[src/rtl/cvrt_pkg.sv]
// Shared constants and Gray/binary conversion helpers for the cvrt blocks.
// Helpers work on a 32-bit word; callers zero-extend and truncate to their width.
package cvrt_pkg;

    localparam int unsigned CVRT_DATA_WIDTH = 4;
    localparam int unsigned CVRT_MAX_WIDTH  = 32;

    typedef logic [CVRT_MAX_WIDTH-1:0] cvrt_word_t;

    function automatic cvrt_word_t f_bin2gry(input cvrt_word_t bin);
        return bin ^ (bin >> 1);
    endfunction

    // Prefix XOR from the MSB down, done as log2 shift/xor stages.
    function automatic cvrt_word_t f_gry2bin(input cvrt_word_t gry);
        cvrt_word_t bin;
        bin = gry;
        for (int unsigned s = 1; s < CVRT_MAX_WIDTH; s = s * 2) begin
            bin = bin ^ (bin >> s);
        end
        return bin;
    endfunction

    // True when two or more bits are set: clearing the lowest set bit leaves a nonzero rest.
    function automatic logic f_multi_bit(input cvrt_word_t w);
        return (w & (w - cvrt_word_t'(1))) != '0;
    endfunction

endpackage

[src/rtl/cvrt_gry2bin.sv]
// Purely combinational Gray-to-binary converter, width-parameterised.
module cvrt_gry2bin
    import cvrt_pkg::*;
#(
    parameter int unsigned DATA_WIDTH = CVRT_DATA_WIDTH
) (
    input  logic [DATA_WIDTH-1:0] i_gry,
    output logic [DATA_WIDTH-1:0] o_bin
);

    always_comb begin
        o_bin = DATA_WIDTH'(f_gry2bin(cvrt_word_t'(i_gry)));
    end

endmodule

[src/rtl/cvrt_bin2gry.sv]
// Binary-to-Gray converter with registered output, reconversion self-check
// and a step-error flag for consecutive valid values differing in 2+ bits.
module cvrt_bin2gry
    import cvrt_pkg::*;
#(
    parameter int unsigned DATA_WIDTH = CVRT_DATA_WIDTH
) (
    input  logic                  i_clk,
    input  logic                  i_rst_n,
    input  logic [DATA_WIDTH-1:0] i_bin,
    input  logic                  i_vld,
    output logic [DATA_WIDTH-1:0] o_gry,
    output logic [DATA_WIDTH-1:0] o_gry_reg,
    output logic                  o_vld,
    output logic [DATA_WIDTH-1:0] o_bin_chk,
    output logic                  o_err
);

    logic [DATA_WIDTH-1:0] gry_c;
    logic [DATA_WIDTH-1:0] diff_c;
    logic [DATA_WIDTH-1:0] gry_d,     gry_q;
    logic                  vld_d,     vld_q;
    logic                  err_d,     err_q;
    logic                  ref_vld_d, ref_vld_q;

    always_comb begin
        gry_c     = DATA_WIDTH'(f_bin2gry(cvrt_word_t'(i_bin)));
        diff_c    = gry_c ^ gry_q;
        gry_d     = gry_q;
        vld_d     = i_vld;
        err_d     = 1'b0;
        ref_vld_d = ref_vld_q;
        if (i_vld) begin
            gry_d     = gry_c;
            ref_vld_d = 1'b1;
            // No reference yet after reset, so the first sample can never flag.
            err_d     = ref_vld_q && f_multi_bit(cvrt_word_t'(diff_c));
        end
    end

    always_ff @(posedge i_clk or negedge i_rst_n) begin
        if (!i_rst_n) begin
            gry_q     <= '0;
            vld_q     <= 1'b0;
            err_q     <= 1'b0;
            ref_vld_q <= 1'b0;
        end else begin
            gry_q     <= gry_d;
            vld_q     <= vld_d;
            err_q     <= err_d;
            ref_vld_q <= ref_vld_d;
        end
    end

    cvrt_gry2bin #(
        .DATA_WIDTH(DATA_WIDTH)
    ) u_gry2bin (
        .i_gry(gry_q),
        .o_bin(o_bin_chk)
    );

    assign o_gry     = gry_c;
    assign o_gry_reg = gry_q;
    assign o_vld     = vld_q;
    assign o_err     = err_q;

endmodule

[config.mk]
export PLATFORM = sky130hd
export DESIGN_NAME = cvrt_bin2gry
export DESIGN_NICKNAME = d
export VERILOG_FILES = /design/src/rtl/cvrt_pkg.sv /design/src/rtl/cvrt_gry2bin.sv /design/src/rtl/cvrt_bin2gry.sv
export SDC_FILE = /design/constraint.sdc
export NUM_CORES = 1
export LEC_CHECK = 0
export ABC_AREA = 1
export BUFFER_PORTS_ARGS = -buffer_cell sky130_fd_sc_hd__buf_2
export CAP_MARGIN = 10
export CORE_AREA = 2 2 39 41
export CTS_CLUSTER_DIAMETER = 40
export DETAILED_ROUTE_END_ITERATION = 16
export DIE_AREA = 0 0 41 43
export PLACE_DENSITY_LB_ADDON = 0.05
export RECOVER_POWER = 25
export REMOVE_ABC_BUFFERS = 1
export SLEW_MARGIN = 10
export SYNTH_ARGS = -nofsm -noshare
export SYNTH_HDL_FRONTEND = slang
export SYNTH_SLANG_ARGS = --single-unit
[constraint.sdc]
create_clock -name i_clk -period 2.84 [get_ports i_clk]
set_input_delay 0.426 -clock i_clk [delete_from_list [all_inputs] [get_ports i_clk]]
set_output_delay 0.426 -clock i_clk [all_outputs]
set_load 0.02 [all_outputs]
## Yosys cells after proc, flatten, opt, wreduce, memory -nomap -nowiden

Index checks and enable logic that the tools add are counted.

| word-level totals | value |
|---|---|
| register bits after elaboration | 7 |
| input port bits | 7 |
| output and inout bits | 14 |
| logic and storage cells | 16 |

| cells by class | value |
|---|---|
| $add $sub $neg | 1 |
| muxes and demuxes | 1 |
| bitwise gates (word level) | 8 |
| reductions and logical operators | 2 |

Operators with widths:

| operator | number |
|---|---|
| AND 4 x 32 -> 32 bit | 1 |
| nonzero test 32 bit | 1 |
| bitwise XOR 20 bit (second input constant) | 1 |
| bitwise XOR 4 x 3 -> 4 bit | 2 |
| bitwise XOR 4 bit | 2 |
| subtractor 4 x 1 -> 5 bit (second input constant) | 1 |
| bitwise XOR 4 x 1 -> 4 bit (second input constant) | 1 |
| bitwise XOR 4 x 2 -> 4 bit | 1 |
| logical AND 1 bit | 1 |
| 2-to-1 mux 1 bit | 1 |

## Longest topological paths before layout

| depth | value |
|---|---|
| depth in word-level cells | 7 |
| depth in mapped cells | 8 |
| mapped depth without buffers | 8 |

## Cells and area by module

From an unflattened synthesis, not the netlist that was laid out.

| unflattened totals | value |
|---|---|
| cell total of the unflattened synthesis | 84 |
| area total of the unflattened synthesis | 523.0 µm² |

By module, submodules not included:

| module | instances | cells each | area each (µm²) | sequential area each (µm²) |
|---|---|---|---|---|
| cvrt_bin2gry | 1 | 63 | 432.9 | 175.2 |
| cvrt_gry2bin | 1 | 21 | 90.1 | 0.0 |

## Worst setup path after synthesis

OpenSTA, ideal clock, no wires.

| timing path | value |
|---|---|
| path kind | reg-to-output |
| from | reg gry_q[3] (netlist: o_gry_reg[3]) |
| to | out o_bin_chk[1] |
| arrival time | 1.281 ns |
| data required time | 2.414 ns |
| setup slack | 1.133 ns |
| cell stages (with the launch flop) | 3 |
| buffers on the path | 0 |
| cells stage by stage | dfrtp_1 xor2_2 xor2_1 |

| between the ends | value |
|---|---|
| longest elaborated chain between the ends | 5 |

RTL lines:

| item | line | RTL |
|---|---|---|
| start: declaration | cvrt_bin2gry.sv:21 | `logic [DATA_WIDTH-1:0] gry_d, gry_q;` |
| start signal: assignment | cvrt_bin2gry.sv:48 | `gry_q <= gry_d;` |
| bitwise XOR 4 x 3 -> 4 bit | cvrt_pkg.sv:19 | `bin = bin ^ (bin >> s);` |
| bitwise XOR 4 x 2 -> 4 bit | cvrt_pkg.sv:19 |  |
| bitwise XOR 4 x 1 -> 4 bit | cvrt_pkg.sv:19 |  |
| bitwise XOR 20 bit | cvrt_pkg.sv:19 |  |
| bitwise XOR 4 bit | cvrt_pkg.sv:19 |  |
| end: declaration | cvrt_bin2gry.sv:15 | `output logic [DATA_WIDTH-1:0] o_bin_chk,` |

No other way between the ends.

## Worst setup path after layout

Same ends and word-level chain as after synthesis.

==> results.txt <==
- Antenna Diode Count: 0
- Worst Setup Path Type: reg -> out
* Setup tns final: 0 ns
* Fraction of post-synthesis cell area in the top cell type by area: 0.380
- Post-CTS setup buffer count: 0
- Chip height: 43 um
- The startpoint identified for the worst register-to-register timing path is o_gry_reg[2].
- Data on the critical path is required at its endpoint by 2.41 ns.
* Part of the cycle the worst path needs: 0.588
* Antenna violations before repair: 0
* Area of the mapped netlist: 460 um2
- Routed wirelength normalized by instance count: 9.09 um
- LEAKAGE: 0.333 nW
* Final setup viols: 0
- Number of vias per cell: 4.25
- Maximum number of pins on one net before global-route repair: 12
* Slew Limit Headroom: 0.738
- The top cell types in the final layout, fill and taps aside, are sky130_fd_sc_hd__buf_2, sky130_fd_sc_hd__nand2_1, sky130_fd_sc_hd__nand2_2.
- The biggest area contributor in the post-synthesis netlist is sky130_fd_sc_hd__dfrtp_1.
- The tool flagged a number of max-cap violations equal to 0.
* Path depth of the worst reg2reg path: 6
- Mux contribution to synthesized area: 0
* Distinct cell type count of the synthesized netlist: 15
* Root Driver: sky130_fd_sc_hd__clkbuf_4
* Clock transition time at the flip-flop clock pins of the worst setup and hold paths: 0.05 ns
- Cells on Worst Hold Path: 3
* Final HPWL DP: 768 um
- Most common cell after layout, fill and taps aside: sky130_fd_sc_hd__buf_2
* Total core area: 1380 um2
* Worst min-delay path endpoint: o_gry_reg[3]
* Longest individual stage delay on the worst path: 0.43 ns
- The flow ran to the end, and the final reports show no timing, DRC or antenna violations.
- Mapped Cells: 63
* Area growth from synthesis to layout: 29.1%
- For the pin with the worst max-slew slack, the measured transition is 0.394 ns.
- In this run the register-to-register setup slack is 1.82 ns.
- Final std cells w/o fill: 101
- Share of layout cells above drive strength 1: 0.400
- Total number of nets in the final design: 93
- Number of DRC violations after detailed routing: 0
* Vias post-DR: 429
* Number of clock sinks: 7
- In the global route stage, overall resource usage came out at 0.137.
* Post-synthesis share of cell area spent on full adders, half adders and majority gates: 0
* Length of the first detailed-routing pass in iterations: 2
* Worst hold start: i_bin[3]
* Clock skew after layout: 0.00181 ns
- Counting buffers and inverters, the worst setup path is 3 cells deep.
- Port buffering added 20 buffers.
- Summed over all layers, the routed wires come to 918 um.
- For this block, the initial DRC count from the detailed router was 1.
- Via count of the first global-routing pass: 372
- The detail route stage leaves a number of antenna-violating nets equal to 0.
- In this run the worst hold path is classified as in -> reg.
- Timing would allow up to 599 MHz.
* Wire length of the first global-routing pass: 1.56 mm
- The clock reaches the later pin of the worst-skew pair after 0.25 ns.
* Global placer's final weighted congestion: 0.639
- Starting density of the core: 0.333
- Max reg flops: 4
- Crit path time final: 1.67 ns
- The slowest stage of the critical path is the sky130_fd_sc_hd__dfrtp_1 cell.
- CP arrival: 1.24 ns
- Area share of xor/xnor cells in the synthesized design: 0.0924
* Worst vdd rail ir drop: 0.280 mV
- Crit path buf inv count: 1
- The worst setup path is launched from a flop.
- The final count of hold timing violations is 0.
* Leading post-synthesis cells by cell area: sky130_fd_sc_hd__dfrtp_1, sky130_fd_sc_hd__nand2_1, sky130_fd_sc_hd__nand2_2, sky130_fd_sc_hd__nand3_1, sky130_fd_sc_hd__inv_1
- After floorplanning, the core was divided into 14 placement rows.
- CTS tree: done
- Endpoint kind of the worst setup timing path: output pin
- Register bit count reported by yosys: 7
- Deepest level of the CTS H-tree: 1
- For this run, the register share of the synthesized area comes to 0.380.
- Including well taps, the total number of placed cells is 96.
* Setup repair after global routing missed its margin: false
- Traced cell by cell, the critical path runs through xor2_2 > xor2_1 > buf_2.
* Longest Clk Path Bufs: 2
* Remaining global-route overflow: 0
- After synthesis, the largest family of logic cells by area is simple AND/OR/NAND/NOR gates.
- The post-synthesis compound-gate area fraction was 0.0435.
* Maximum fanout along the worst path: 5
- Power spread over the standard cell area amounts to 556 nW/um2.
- Of the total synthesized cell area, the portion taken by AND, OR, NAND and NOR gates is 0.367.
- Broken down by cell family, the worst path's largest delay share belongs to flip-flops.
- Crit Reg-Reg Endpoint: o_err
* Die footprint: 1760 um2
- The die is 41 um wide.
- Inserted Clock Buffers: 3
- Yosys Warn Count: 0
- IO Count: 21
* Mean area per synthesized cell: 7.31 um2
- Max-slew violation total from the final report: 0
[synth_stat cells (all sizes together)]
library cell,instances
buf,3
dfrtp,7
inv,9
nand2,25
nand3,7
nor2,3
o21ai,4
or2,1
xnor2,2
xor2,2
[worst max-delay path by stage]
| stage | from | to | slack [ns] |
|---|---|---|---|
| 3_3_place_gp | o_gry_reg[3] | o_bin_chk[1] | 1.44 |
| 5_1_grt | o_gry_reg[3] | o_bin_chk[1] | 1.06 |
| 4_1_cts | o_gry_reg[3] | o_bin_chk[1] | 1.14 |
| 6_report | o_gry_reg[3] | o_bin_chk[1] | 1.17 |
| 2_1_floorplan | o_gry_reg[3] | o_bin_chk[1] | 1.02 |
| 3_5_place_dp | o_gry_reg[3] | o_bin_chk[1] | 1.42 |
[area by class of cell]
class / instances / area [um2]
multi-input combinational: 44 / 231
inverter: 9 / 33.8
sequential: 7 / 175
clock buffer: 4 / 26.3
timing repair buffer: 21 / 108
tap: 16 / 20.0
fill: 148 / 790
[cells by family after synthesis]
group | after synthesis
and+or+nand+nor | 36
buffers and inverters | 12
AOI/OAI and AO/OA | 4
xor gates and xnor gates | 4
DFF | 7
[metrics by stage]
stage	utilization	total power, W	worst slack [ns]	instance area (um2)	hold slack (ns)
finish	0.429	0.000330	1.17	594	0.455
global route	0.429	0.000359	1.06	594	0.477
CTS	0.431	0.000339	1.14	597	0.396
detailed placement	0.405	0.000245	1.42	561	0.267
global placement	0.405	0.000245	1.44	561	0.270
floorplan	-	0.000201	1.02	440	0.130
[power breakdown]
group | internal, W | switching (W)
clock | 0.0000535 | 0.0000345
sequential | 0.000108 | 0.00000977
combinational | 0.0000447 | 0.0000795
[what timing repair did]
item | CTS | global route
endpoints found under the hold margin | 7 | 0
gates resized for setup | 0 | 0
hold buffers | 1 | 0
setup endpoints to repair | 0 | 0
[worst reg2reg max path, delay by kind of cell (launching register included)]
kind	cells	cell delay, ns
buffers and inverters	1	0.10
AND/OR/NAND/NOR	5	0.38
flip-flops	1	0.43
[metal layers]
metal | global-route usage | share of wire | wire length (um)
met5 | 0 | 0 | 0
met4 | 0.0800 | 0.015 | 14
met3 | 0.0471 | 0.057 | 52
met2 | 0.184 | 0.45 | 411
met1 | 0.183 | 0.48 | 439
(Power assumes the default switching activity.)
